--- src/rtl/axis_spi_pkg.sv ---
// Shared SPI definitions: slave FSM states and CPOL/CPHA derivation from the SPI mode number.
package axis_spi_pkg;

    typedef enum logic [1:0] {
        ST_IDLE   = 2'd0,
        ST_ACTIVE = 2'd1,
        ST_FLUSH  = 2'd2
    } spi_state_e;

    function automatic logic spi_cpol(input int unsigned mode);
        return (mode >= 32'd2);
    endfunction

    function automatic logic spi_cpha(input int unsigned mode);
        return mode[0];
    endfunction

endpackage

--- src/rtl/spi_sync.sv ---
// Multi-flop synchronizer for one asynchronous SPI pin, with a selectable reset level.
module spi_sync #(
    parameter int unsigned STAGES = 2
) (
    input  logic clk_i,
    input  logic arstn_i,
    input  logic i_rst_val,
    input  logic i_d,
    output logic o_q
);

    logic [STAGES-1:0] r_sync;

    always_ff @(posedge clk_i or negedge arstn_i) begin
        if (!arstn_i) begin
            r_sync <= {STAGES{i_rst_val}};
        end else begin
            r_sync <= {r_sync[STAGES-2:0], i_d};
        end
    end

    assign o_q = r_sync[STAGES-1];

endmodule

--- src/rtl/axis_spi_slave.sv ---
// SPI slave bridging MOSI words to an AXI-Stream master and s_axis words onto MISO.
// Optional sticky overrun_o/underrun_o ports with AXIS_SPI_SLAVE_STATUS_EN defined.
module axis_spi_slave
    import axis_spi_pkg::*;
#(
    parameter int unsigned SPI_MODE    = 1,
    parameter int unsigned DATA_WIDTH  = 8,
    parameter int unsigned SYNC_STAGES = 2
) (
    input  logic                  clk_i,
    input  logic                  arstn_i,
    input  logic                  spi_clk_i,
    input  logic                  spi_cs_i,
    input  logic                  spi_mosi_i,
    output logic                  spi_miso_o,
    output logic                  spi_miso_oe_o,
    input  logic                  i_s_axis_tvalid,
    output logic                  o_s_axis_tready,
    input  logic [DATA_WIDTH-1:0] i_s_axis_tdata,
    output logic                  o_m_axis_tvalid,
    input  logic                  i_m_axis_tready,
    output logic [DATA_WIDTH-1:0] o_m_axis_tdata,
    output logic                  o_m_axis_tlast
`ifdef AXIS_SPI_SLAVE_STATUS_EN
    ,
    output logic                  overrun_o,
    output logic                  underrun_o
`endif
);

    localparam logic        CPOL  = spi_cpol(SPI_MODE);
    localparam logic        CPHA  = spi_cpha(SPI_MODE);
    localparam int unsigned CNT_W = (DATA_WIDTH > 1) ? $clog2(DATA_WIDTH) : 1;

    spi_state_e r_state, w_state_nxt;

    logic w_sck, w_cs, w_mosi;
    logic r_sck_d;
    logic [CNT_W-1:0]      r_bit_cnt;
    logic [DATA_WIDTH-2:0] r_rx_sh;
    logic [DATA_WIDTH-1:0] r_tx_sh;
    logic [DATA_WIDTH-1:0] r_tx_hold;
    logic                  r_s_tready;
    logic                  r_miso, r_miso_oe;
    logic [DATA_WIDTH-1:0] r_pend;
    logic                  r_pend_valid;
    logic                  r_m_tvalid, r_m_tlast;
    logic [DATA_WIDTH-1:0] r_m_tdata;

    logic w_lead, w_trail, w_active, w_sample, w_shift, w_last_bit, w_word_done;
    logic w_cs_fall, w_load, w_s_hs, w_emit, w_out_blocked;
    logic [DATA_WIDTH-1:0] w_rx_word, w_load_word;

    spi_sync #(.STAGES(SYNC_STAGES)) u_sync_sck (
        .clk_i(clk_i), .arstn_i(arstn_i), .i_rst_val(CPOL), .i_d(spi_clk_i), .o_q(w_sck)
    );
    spi_sync #(.STAGES(SYNC_STAGES)) u_sync_cs (
        .clk_i(clk_i), .arstn_i(arstn_i), .i_rst_val(1'b1), .i_d(spi_cs_i), .o_q(w_cs)
    );
    spi_sync #(.STAGES(SYNC_STAGES)) u_sync_mosi (
        .clk_i(clk_i), .arstn_i(arstn_i), .i_rst_val(1'b0), .i_d(spi_mosi_i), .o_q(w_mosi)
    );

    // Edge strobes from the last two synchronized SCK samples
    assign w_lead      = (r_sck_d == CPOL) && (w_sck != CPOL);
    assign w_trail     = (r_sck_d != CPOL) && (w_sck == CPOL);
    assign w_active    = (r_state == ST_ACTIVE) && !w_cs;
    assign w_sample    = w_active && (CPHA ? w_trail : w_lead);
    // CPHA=0 skips the trailing edge right after a word boundary: the new MSB is already out
    assign w_shift     = w_active && (CPHA ? w_lead : (w_trail && (r_bit_cnt != '0)));
    assign w_last_bit  = (r_bit_cnt == CNT_W'(DATA_WIDTH - 1));
    assign w_word_done = w_sample && w_last_bit;
    assign w_rx_word   = {r_rx_sh, w_mosi};

    assign w_cs_fall   = (r_state == ST_IDLE) && !w_cs;
    assign w_load      = w_cs_fall || w_word_done;
    assign w_s_hs      = i_s_axis_tvalid && r_s_tready;
    assign w_load_word = !r_s_tready ? r_tx_hold : (w_s_hs ? i_s_axis_tdata : '0);

    assign w_emit        = r_pend_valid && (w_word_done || (r_state == ST_FLUSH));
    assign w_out_blocked = r_m_tvalid && !i_m_axis_tready;

    always_ff @(posedge clk_i or negedge arstn_i) begin
        if (!arstn_i) begin
            r_state <= ST_IDLE;
        end else begin
            r_state <= w_state_nxt;
        end
    end

    always_comb begin
        w_state_nxt = r_state;
        unique case (r_state)
            ST_IDLE:   if (!w_cs) w_state_nxt = ST_ACTIVE;
            ST_ACTIVE: if (w_cs)  w_state_nxt = ST_FLUSH;
            ST_FLUSH:  w_state_nxt = ST_IDLE;
            default:   w_state_nxt = ST_IDLE;
        endcase
    end

    // RX shifter and bit counter; a partial word is abandoned when CS rises
    always_ff @(posedge clk_i or negedge arstn_i) begin
        if (!arstn_i) begin
            r_sck_d   <= CPOL;
            r_miso_oe <= 1'b0;
            r_bit_cnt <= '0;
            r_rx_sh   <= '0;
        end else begin
            r_sck_d   <= w_sck;
            r_miso_oe <= !w_cs;
            if (r_state != ST_ACTIVE) begin
                r_bit_cnt <= '0;
            end else if (w_sample) begin
                r_rx_sh   <= w_rx_word[DATA_WIDTH-2:0];
                r_bit_cnt <= w_last_bit ? '0 : r_bit_cnt + CNT_W'(1);
            end
        end
    end

    // TX holding register and MISO shifter
    always_ff @(posedge clk_i or negedge arstn_i) begin
        if (!arstn_i) begin
            r_tx_hold  <= '0;
            r_s_tready <= 1'b1;
            r_tx_sh    <= '0;
            r_miso     <= 1'b0;
        end else begin
            if (w_load) begin
                r_s_tready <= 1'b1;
            end else if (w_s_hs) begin
                r_tx_hold  <= i_s_axis_tdata;
                r_s_tready <= 1'b0;
            end

            if (w_load) begin
                if (CPHA) begin
                    r_tx_sh <= w_load_word;
                end else begin
                    r_miso  <= w_load_word[DATA_WIDTH-1];
                    r_tx_sh <= {w_load_word[DATA_WIDTH-2:0], 1'b0};
                end
            end else if (w_shift) begin
                r_miso  <= r_tx_sh[DATA_WIDTH-1];
                r_tx_sh <= {r_tx_sh[DATA_WIDTH-2:0], 1'b0};
            end else if (r_state == ST_FLUSH) begin
                r_miso  <= 1'b0;
                r_tx_sh <= '0;
            end
        end
    end

    // One-word pending buffer; its word leaves as a non-last word or, in FLUSH, as tlast
    always_ff @(posedge clk_i or negedge arstn_i) begin
        if (!arstn_i) begin
            r_pend       <= '0;
            r_pend_valid <= 1'b0;
            r_m_tvalid   <= 1'b0;
            r_m_tdata    <= '0;
            r_m_tlast    <= 1'b0;
        end else begin
            if (r_m_tvalid && i_m_axis_tready) begin
                r_m_tvalid <= 1'b0;
            end
            if (w_emit && !w_out_blocked) begin
                r_m_tvalid <= 1'b1;
                r_m_tdata  <= r_pend;
                r_m_tlast  <= (r_state == ST_FLUSH);
            end
            if (w_word_done) begin
                r_pend       <= w_rx_word;
                r_pend_valid <= 1'b1;
            end else if (r_state == ST_FLUSH) begin
                r_pend_valid <= 1'b0;
            end
        end
    end

`ifdef AXIS_SPI_SLAVE_STATUS_EN
    logic w_overrun, w_underrun;
    logic r_overrun, r_underrun;

    assign w_overrun  = w_emit && w_out_blocked;
    assign w_underrun = w_load && r_s_tready && !i_s_axis_tvalid;

    // Sticky flags, restarted at each CS fall
    always_ff @(posedge clk_i or negedge arstn_i) begin
        if (!arstn_i) begin
            r_overrun  <= 1'b0;
            r_underrun <= 1'b0;
        end else if (w_cs_fall) begin
            r_overrun  <= w_overrun;
            r_underrun <= w_underrun;
        end else begin
            r_overrun  <= r_overrun  | w_overrun;
            r_underrun <= r_underrun | w_underrun;
        end
    end

    assign overrun_o  = r_overrun;
    assign underrun_o = r_underrun;
`endif

    assign spi_miso_o      = r_miso;
    assign spi_miso_oe_o   = r_miso_oe;
    assign o_s_axis_tready = r_s_tready;
    assign o_m_axis_tvalid = r_m_tvalid;
    assign o_m_axis_tdata  = r_m_tdata;
    assign o_m_axis_tlast  = r_m_tlast;

endmodule

--- config.mk ---
export PLATFORM = sky130hd
export DESIGN_NAME = axis_spi_slave
export DESIGN_NICKNAME = d
export VERILOG_FILES = /design/src/rtl/axis_spi_pkg.sv /design/src/rtl/spi_sync.sv /design/src/rtl/axis_spi_slave.sv
export SDC_FILE = /design/constraint.sdc
export NUM_CORES = 1
export LEC_CHECK = 0
export CAP_MARGIN = 30
export CORE_MARGIN = 3
export CORE_UTILIZATION = 50
export CTS_CLUSTER_DIAMETER = 200
export DETAILED_ROUTE_END_ITERATION = 8
export HOLD_SLACK_MARGIN = 0.05
export MAX_ROUTING_LAYER = met4
export PLACE_DENSITY = 0.82
export SYNTH_ARGS = -nofsm -noshare
export SYNTH_HDL_FRONTEND = slang
export SYNTH_SLANG_ARGS = --single-unit
--- constraint.sdc ---
create_clock -name clk_i -period 1.7 [get_ports clk_i]
set_input_delay 0.34 -clock clk_i [delete_from_list [all_inputs] [get_ports clk_i]]
set_output_delay 0.34 -clock clk_i [all_outputs]
set_load 0.02 [all_outputs]
==> qor.csv, run 1 <==
stage,metric,value,unit
timing,clock_skew,0.00499,ns
yosys,synth_top_cell_by_area,dfrtp_1,
worst_hold_path,min-delay-start,u_sync_sck.r_sync[0]$_DFF_PN0_,
floorplanning,ios,28,
power,p_switching,787,uW
place,gp_congestion,0.807,
worst_setup_path,crit_required,1.91,ns
cells_and_area,fin_nets,274,
timing,fin_crit_sh,98.5,%
worst_setup_path,path_cells,ha_1 -> ha_2 -> and3b_2 -> buf_6 -> o31ai_4 -> buf_6 -> a221o_1,
timing,finalHoldViolations,0,
place,dpl.hpwl,3560,um
yosys,ys.flop_type,dfrtp_1,
cells_and_area,fin_util,67.3,%
timing,relSlewSlack,47.0,%
route,drt_drc_violations_left,0,
place,io_buffers,27,
floorplanning,start_util,52.3,%
timing,timing.fmax,597,MHz
clock_network,cts.clk_slew.worst_paths,0.06,ns
clock_network,cts_max_path_buffers,2,
yosys,yosys.area_share.adder,1.01,%
floorplanning,die_x,76.6,um
grt,grt_pass1_vias,1904,
grt,overflow,0,
cells_and_area,stdcell_area,3200,sq um
clock_network,cts_made_buffers,9,
power,p_clk_share,36.0,%
timing,slew_viol_final,0,
yosys,syn-num-nets,225,
yosys,ys_seq_area_share,57.5,%
power,peakVddDrop,0.625,mV
worst_hold_path,whs_path_depth,0,
cells_and_area,syn2layout_area_growth,28.6,%
worst_setup_path,start_kind,flop,
power,p_leak,1.42,nW
cells_and_area,diodes,0,
route,drt_wl_total,5240,um
worst_setup_path,end_kind,flop,
worst_setup_path,slowest_delay,0.36,ns
route,drtIter0Drc,153,
route,ant_nets,0,
route,dr.pass1.iters,4,
worst_setup_path,critPathArrivalTime,1.89,ns
flow_run,drv_cap,0,
timing,rsz0062_at_grt,true,
grt,grt_pass1_wl,9110,um
floorplanning,design.die.area,5860,sq um
floorplanning,core,4750,sq um
timing,setup_violations,0,
clock_network,root_buffer,clkbuf_8,
power,power.total,3.10,mW
worst_hold_path,hold_end,u_sync_sck.r_sync[1]$_DFF_PN0_,
power,intPower,2.32,mW
worst_setup_path,crit_family,compound AO/OA/AOI/OAI gates,
power,power_frac_seq,50.9,%
power,p_per_area,970,nW/um^2
clock_network,htree_levels,3,
timing,setup_ws,0.0247,ns
route,detail_route.wl_per_cell,15.9,um
yosys,ys_seq_elements,57,
clock_network,cts.sinks,57,
worst_setup_path,rr_endpoint,r_tx_sh[1]$_DFFE_PN0P_,
yosys,synth_top_area_share,54.3,%
place,dp_slack,-0.136,ns
yosys,synthSimpleGateAreaFrac,12.5,%
yosys,postSynthCellCount,208,
clock_network,worstSkewPairLatency,0.33,ns
route,dr_total_vias,1860,
place,placed_cell_area,2980,sq um
grt,grt_util_all_layers,20.4,%
yosys,synth_xor_area_share,0,%
worst_setup_path,cp_common_cell,buf_6,
worst_hold_path,hp-class,reg -> reg,
yosys,muxShareOfSynthArea,8.65,%
timing,worst_pin_slew,0.793,ns
yosys,synth_top_family_by_area,compound AO/OA/AOI/OAI gates,
yosys,syn_avg_cell_area,12.0,sq um
cells_and_area,drive_above_1_share,26.0,%
yosys,synth_compound_area_share,16.1,%
worst_setup_path,r2r-start,r_bit_cnt[0]$_DFFE_PN0P_,
worst_setup_path,reg2reg_slack,0.02,ns
timing,period_needed,1.68,ns
power,combPwrFrac,13.1,%
yosys,synth_top_cells_by_count,"dfrtp_1, nand3_1, o22ai_1, nand2_1, nand2b_1",
power,p_sw_share,25.4,%
grt,antenna_found_initial,0,
floorplanning,die_height,76.6,um
yosys,synth_edf_count,0,
yosys,async_reset_ff_share,100,%
yosys,ys_top_cells_by_area,"dfrtp_1, mux2_4, o22ai_1",
route,viasPerCell,5.65,
worst_setup_path,slowest_stage,dfrtp_1,
floorplanning,row_count,25,
grt,grt_max_degree,23,
yosys,yosysUniqueCellTypes,39,
yosys,yosys_warnings,0,
yosys,syn_area,2490,sq um
worst_setup_path,crit_fanout,7,
worst_setup_path,rr_worst_depth,7,
timing,worst_hold_slack,0.354,ns
worst_setup_path,crit_type,reg -> reg,
clock_network,cts_tree,built,
outcome,outcome,"finished, final reports clean",
worst_setup_path,critPathBufInv,2,
yosys,yosysMostFrequentCell,dfrtp_1,
-- worst reg2reg max path, cell delays in order, from the launching register on --
cell	delay (ns)
dfrtp_1	0.36
ha_1	0.16
ha_2	0.17
and3b_2	0.23
buf_6	0.12
o31ai_4	0.05
buf_6	0.14
a221o_1	0.32
-- sequential cells by signal, indices dropped and copies added, names as in the netlist --
| register | count |
|---|---|
| o_m_axis_tdata | 8 |
| o_m_axis_tlast | 1 |
| o_m_axis_tvalid | 1 |
| o_s_axis_tready | 1 |
| r_bit_cnt | 3 |
| r_pend | 8 |
| r_pend_valid | 1 |
| r_rx_sh | 7 |
| r_sck_d | 1 |
| r_state | 2 |
| r_tx_hold | 8 |
| r_tx_sh | 8 |
| spi_miso_o | 1 |
| spi_miso_oe_o | 1 |
| u_sync_cs.r_sync | 2 |
| u_sync_mosi.r_sync | 2 |
| u_sync_sck.r_sync | 2 |
-- worst max path at each step --
stage / startpoint / to / cells after the start
3_5_place_dp: i_m_axis_tready / o_m_axis_tdata[6]$_DFFE_PN0P_ / 5
2_1_floorplan: o_s_axis_tready$_DFFE_PN1P_ / r_tx_sh[0]$_DFFE_PN0P_ / 5
6_report: r_bit_cnt[0]$_DFFE_PN0P_ / r_tx_sh[1]$_DFFE_PN0P_ / 7
5_1_grt: r_bit_cnt[0]$_DFFE_PN0P_ / r_tx_sh[1]$_DFFE_PN0P_ / 7
4_1_cts: r_bit_cnt[0]$_DFFE_PN0P_ / r_tx_sh[3]$_DFFE_PN0P_ / 7
3_3_place_gp: i_m_axis_tready / o_m_axis_tdata[3]$_DFFE_PN0P_ / 5
-- cell usage in the layout, fill, tap and decap left out, drive strengths merged, types with 5 or more instances in the layout --
| cell type | count |
|---|---|
| nand2b | 11 |
| clkbuf | 14 |
| inv | 9 |
| dfrtp | 54 |
| o22ai | 16 |
| nand3 | 18 |
| o21ai | 5 |
| mux2 | 15 |
| nand2 | 12 |
| a221oi | 7 |
| clkdlybuf4s50 | 25 |
| o31ai | 10 |
| buf | 26 |
| a221o | 8 |
-- cells by family (layout without fill, tap and decap cells) --
logic type | Yosys count | after routing
flip-flops | 57 | 57
AO/OA/AOI/OAI | 54 | 54
AND/OR/NAND/NOR | 54 | 54
buffers and inverters | 24 | 78
multiplexers | 17 | 17
adder cells (fa/ha/maj) | 2 | 2
-- final cells by class --
class                   count  area (sq um)
multi-input cells         127           982
flip-flops and latches     57          1430
clock inverters             2          12.5
repair buffers             53           494
well taps                  67          83.8
clock buffers              14           163
fillers                   354          1560
inverters                   9          33.8
-- through the flow --
step	setup TNS [ns]	instances
2_1_floorplan	0	208
3_3_place_gp	-0.505	311
3_5_place_dp	-1.04	311
4_1_cts	0	329
5_1_grt	-0.0704	329
6_report	0	329
-- metal layers --
layer	track usage, %	routed length (um)	part of all wire, %
met2	28.3	2510	48
met5	-	0	0
met4	9.06	79	1.5
met1	27.5	2380	45
met3	6.50	269	5.1
-- what timing repair did --
item	in CTS	in global routing
resized for setup	3	6
endpoints found under the setup margin	8	27
setup buffers	1	0
hold buffers	1	0
pin swaps	0	3
endpoints found under the hold margin	14	0
-- power by group through the flow --
stage,clock network (mW),logic (mW),registers [mW]
2_1_floorplan,0,0.236,1.58
3_3_place_gp,0,0.383,1.59
3_5_place_dp,0,0.398,1.60
4_1_cts,1.15,0.405,1.58
5_1_grt,1.21,0.447,1.60
6_report,1.12,0.406,1.58
Power figures use the tool's default switching activity.
==> inputs of run 2 (changes only) <==
Settings changed: CTS_CLUSTER_SIZE from default to 12.
==> results of run 2 <==
Same layout as run 1: the final DEF is identical, and so are final timing and power.
==> inputs of run 3 (changes only) <==
Settings changed: ABC_AREA from default to 1, CORE_ASPECT_RATIO from default to 1.5, CORE_UTILIZATION 50 to 49, PLACE_DENSITY 0.82 to 0.81.
==> qor.csv, run 3 <==
stage,metric,value,unit
outcome,outcome,"finished, final reports clean",
yosys,yosys_warnings,0,
cells_and_area,regArea,1430,sq um
grt,overflow,0,
timing,setup_tns,0,ns
clock_network,htree_levels,3,
route,ant_nets,0,
yosys,syn_avg_cell_area,9.02,sq um
yosys,synth_top_area_share,57.4,%
power,peakVddDrop,0.865,mV
clock_network,cts.clk_slew.worst_paths,0.06,ns
timing,fin_crit_sh,96.4,%
yosys,yosysMostFrequentCell,nand2_1,
grt,grt_pass1_wl,7580,um
power,p_sw_share,24.7,%
cells_and_area,diodes,0,
power,p_per_area,1100,nW/um^2
yosys,synthSimpleGateAreaFrac,27.9,%
flow_run,drv_cap,0,
yosys,synth_top_cell_by_area,dfrtp_1,
timing,worst_pin_slew,0.386,ns
clock_network,cts_max_path_buffers,2,
cells_and_area,fin_nets,317,
cells_and_area,fillers,397,
place,dpl.hpwl,2900,um
grt,grt_util_all_layers,17.7,%
yosys,syn_area,2350,sq um
route,viasPerCell,4.78,
cells_and_area,syn2layout_area_growth,25.4,%
floorplanning,row_count,30,
yosys,syn-num-nets,278,
timing,period_needed,1.64,ns
yosys,synth_xor_area_share,0,%
timing,worst_hold_slack,0.347,ns
power,p_switching,805,uW
yosys,ys_seq_area_share,60.7,%
timing,clock_skew,0.00949,ns
place,io_buffers,27,
cells_and_area,fin_util,64.5,%
yosys,ys_seq_elements,57,
power,p_clk_share,41.0,%
worst_hold_path,hold_end,u_sync_sck.r_sync[1]$_DFF_PN0_,
route,drt_wl_total,4380,um
cells_and_area,layout_common_cells,"nand2_1, dfrtp_1, clkdlybuf4s50_1, inv_1, o21ai_0",
yosys,yosys.area_share.adder,1.06,%
route,drtIter0Drc,96,
yosys,async_reset_ff_share,100,%
yosys,ys.flop_type,dfrtp_1,
worst_setup_path,critPathArrivalTime,1.30,ns
floorplanning,ios,28,
worst_hold_path,hp-class,reg -> reg,
route,drt_drc_violations_left,0,
worst_setup_path,crit_fanout,2,
yosys,synth_top_cells_by_count,"nand2_1, dfrtp_1, inv_1, o21ai_0, nor2_1",
cells_and_area,drive_above_1_share,11.1,%
cells_and_area,stdcell_area,2950,sq um
timing,timing.fmax,610,MHz
yosys,synth_edf_count,0,
clock_network,worstSkewPairLatency,0.33,ns
worst_hold_path,whs_path_depth,0,
worst_setup_path,rr_endpoint,r_pend[2]$_DFFE_PN0P_,
worst_setup_path,end_kind,output port,
yosys,postSynthCellCount,261,
clock_network,root_buffer,clkbuf_8,
worst_setup_path,rr_worst_depth,7,
cells_and_area,layout.cells.most_common,nand2_1,
yosys,muxShareOfSynthArea,0,%
place,gp_congestion,0.800,
grt,grt_pass1_vias,1680,
timing,relSlewSlack,74.3,%
grt,grt_max_degree,58,
floorplanning,core,4580,sq um
route,detail_route.wl_per_cell,11.9,um
grt,antenna_found_initial,0,
cells_and_area,multiInputGateArea,815,sq um
clock_network,cts_tree,built,
floorplanning,design.die.area,5690,sq um
power,combPwrFrac,10.8,%
power,p_leak,1.51,nW
worst_setup_path,r2r-start,r_bit_cnt[0]$_DFFE_PN0P_,
power,intPower,2.45,mW
place,placed_cell_area,2720,sq um
yosys,synth_top_family_by_area,simple AND/OR/NAND/NOR gates,
place,dp_slack,0.0441,ns
worst_setup_path,crit_type,reg -> out,
timing,setup_violations,0,
timing,slew_viol_final,0,
clock_network,cts.sinks,57,
timing,rsz0062_at_grt,false,
route,dr.pass1.iters,4,
timing,finalHoldViolations,0,
worst_setup_path,crit_family,buffers and inverters,
worst_setup_path,slowest_delay,0.61,ns
floorplanning,die_height,90.9,um
worst_setup_path,reg2reg_slack,0.16,ns
timing,setup_ws,0.0612,ns
worst_setup_path,path_cells,clkdlybuf4s50_1,
worst_setup_path,critPathBufInv,1,
worst_hold_path,min-delay-start,u_sync_sck.r_sync[0]$_DFF_PN0_,
yosys,synth_compound_area_share,5.05,%
yosys,yosysUniqueCellTypes,21,
worst_setup_path,start_kind,flop,
clock_network,cts_made_buffers,9,
worst_setup_path,crit_required,1.36,ns
route,dr_total_vias,1762,
worst_setup_path,slowest_stage,clkdlybuf4s50_1,
floorplanning,start_util,51.4,%
floorplanning,die_x,62.6,um
yosys,ys_top_cells_by_area,"dfrtp_1, nand2_1, inv_1",
power,power_frac_seq,48.3,%
==> run 3: worst max path at each step <==
stage	depth (start not counted)	endpoint	start
CTS	1	spi_miso_o	spi_miso_o$_DFFE_PN0P_
detailed placement	7	r_tx_sh[1]$_DFFE_PN0P_	i_s_axis_tvalid
global placement	7	r_tx_sh[7]$_DFFE_PN0P_	i_s_axis_tvalid
floorplan	8	r_tx_hold[0]$_DFFE_PN0P_	r_bit_cnt[0]$_DFFE_PN0P_
finish	1	spi_miso_o	spi_miso_o$_DFFE_PN0P_
global route	1	o_m_axis_tdata[7]	o_m_axis_tdata[7]$_DFFE_PN0P_
==> run 3: area by class of cell <==
cell class,count,share of cell area (%)
Clock buffer,10,4.32
Clock inverter,6,2.80
Inverter,25,3.18
Multi-Input combinational cell,174,27.6
Sequential cell,57,48.4
Tap cell,64,2.71
Timing Repair Buffer,33,11.0
==> run 3: logic make-up (layout without fill, tap and decap cells) <==
group / Yosys count / in the layout
AOI/OAI and AO/OA: 23 / 23
adders and majority gates: 2 / 2
buffers and inverters: 30 / 74
DFF: 57 / 57
and+or+nand+nor: 149 / 149
==> run 3: metal layers <==
| layer | share of wire, % | up-vias | track usage [%] | routed length, um |
|---|---|---|---|---|
| li1 | - | 895 | - | - |
| met1 | 40 | 822 | 18.9 | 1750 |
| met2 | 54 | 38 | 29.4 | 2370 |
| met3 | 3.9 | 7 | 4.61 | 170 |
| met4 | 2.1 | 0 | 10.5 | 90 |
| met5 | 0 | - | - | 0 |
==> run 3: stage by stage <==
| step | total power, mW | cells |
|---|---|---|
| after floorplan | 1.80 | 261 |
| after global placement | 1.92 | 352 |
| after detailed placement | 1.94 | 352 |
| after CTS | 3.29 | 369 |
| after global routing | 3.43 | 369 |
| final | 3.26 | 369 |
==> run 3: power groups by stage <==
stage,sequential [mW],clock [mW],combinational (mW)
finish,1.57,1.33,0.351
global route,1.59,1.44,0.405
CTS,1.57,1.37,0.353
detailed placement,1.59,0,0.346
global placement,1.58,0,0.332
floorplan,1.58,0,0.217
==> run 3: timing repair <==
action / in CTS / in global routing
pin swaps: 0 / 0
setup endpoints to repair: 1 / 11
hold buffers: 1 / 0
buffers inserted: 0 / 0
hold endpoints to repair: 54 / 0
gates resized for setup: 1 / 2
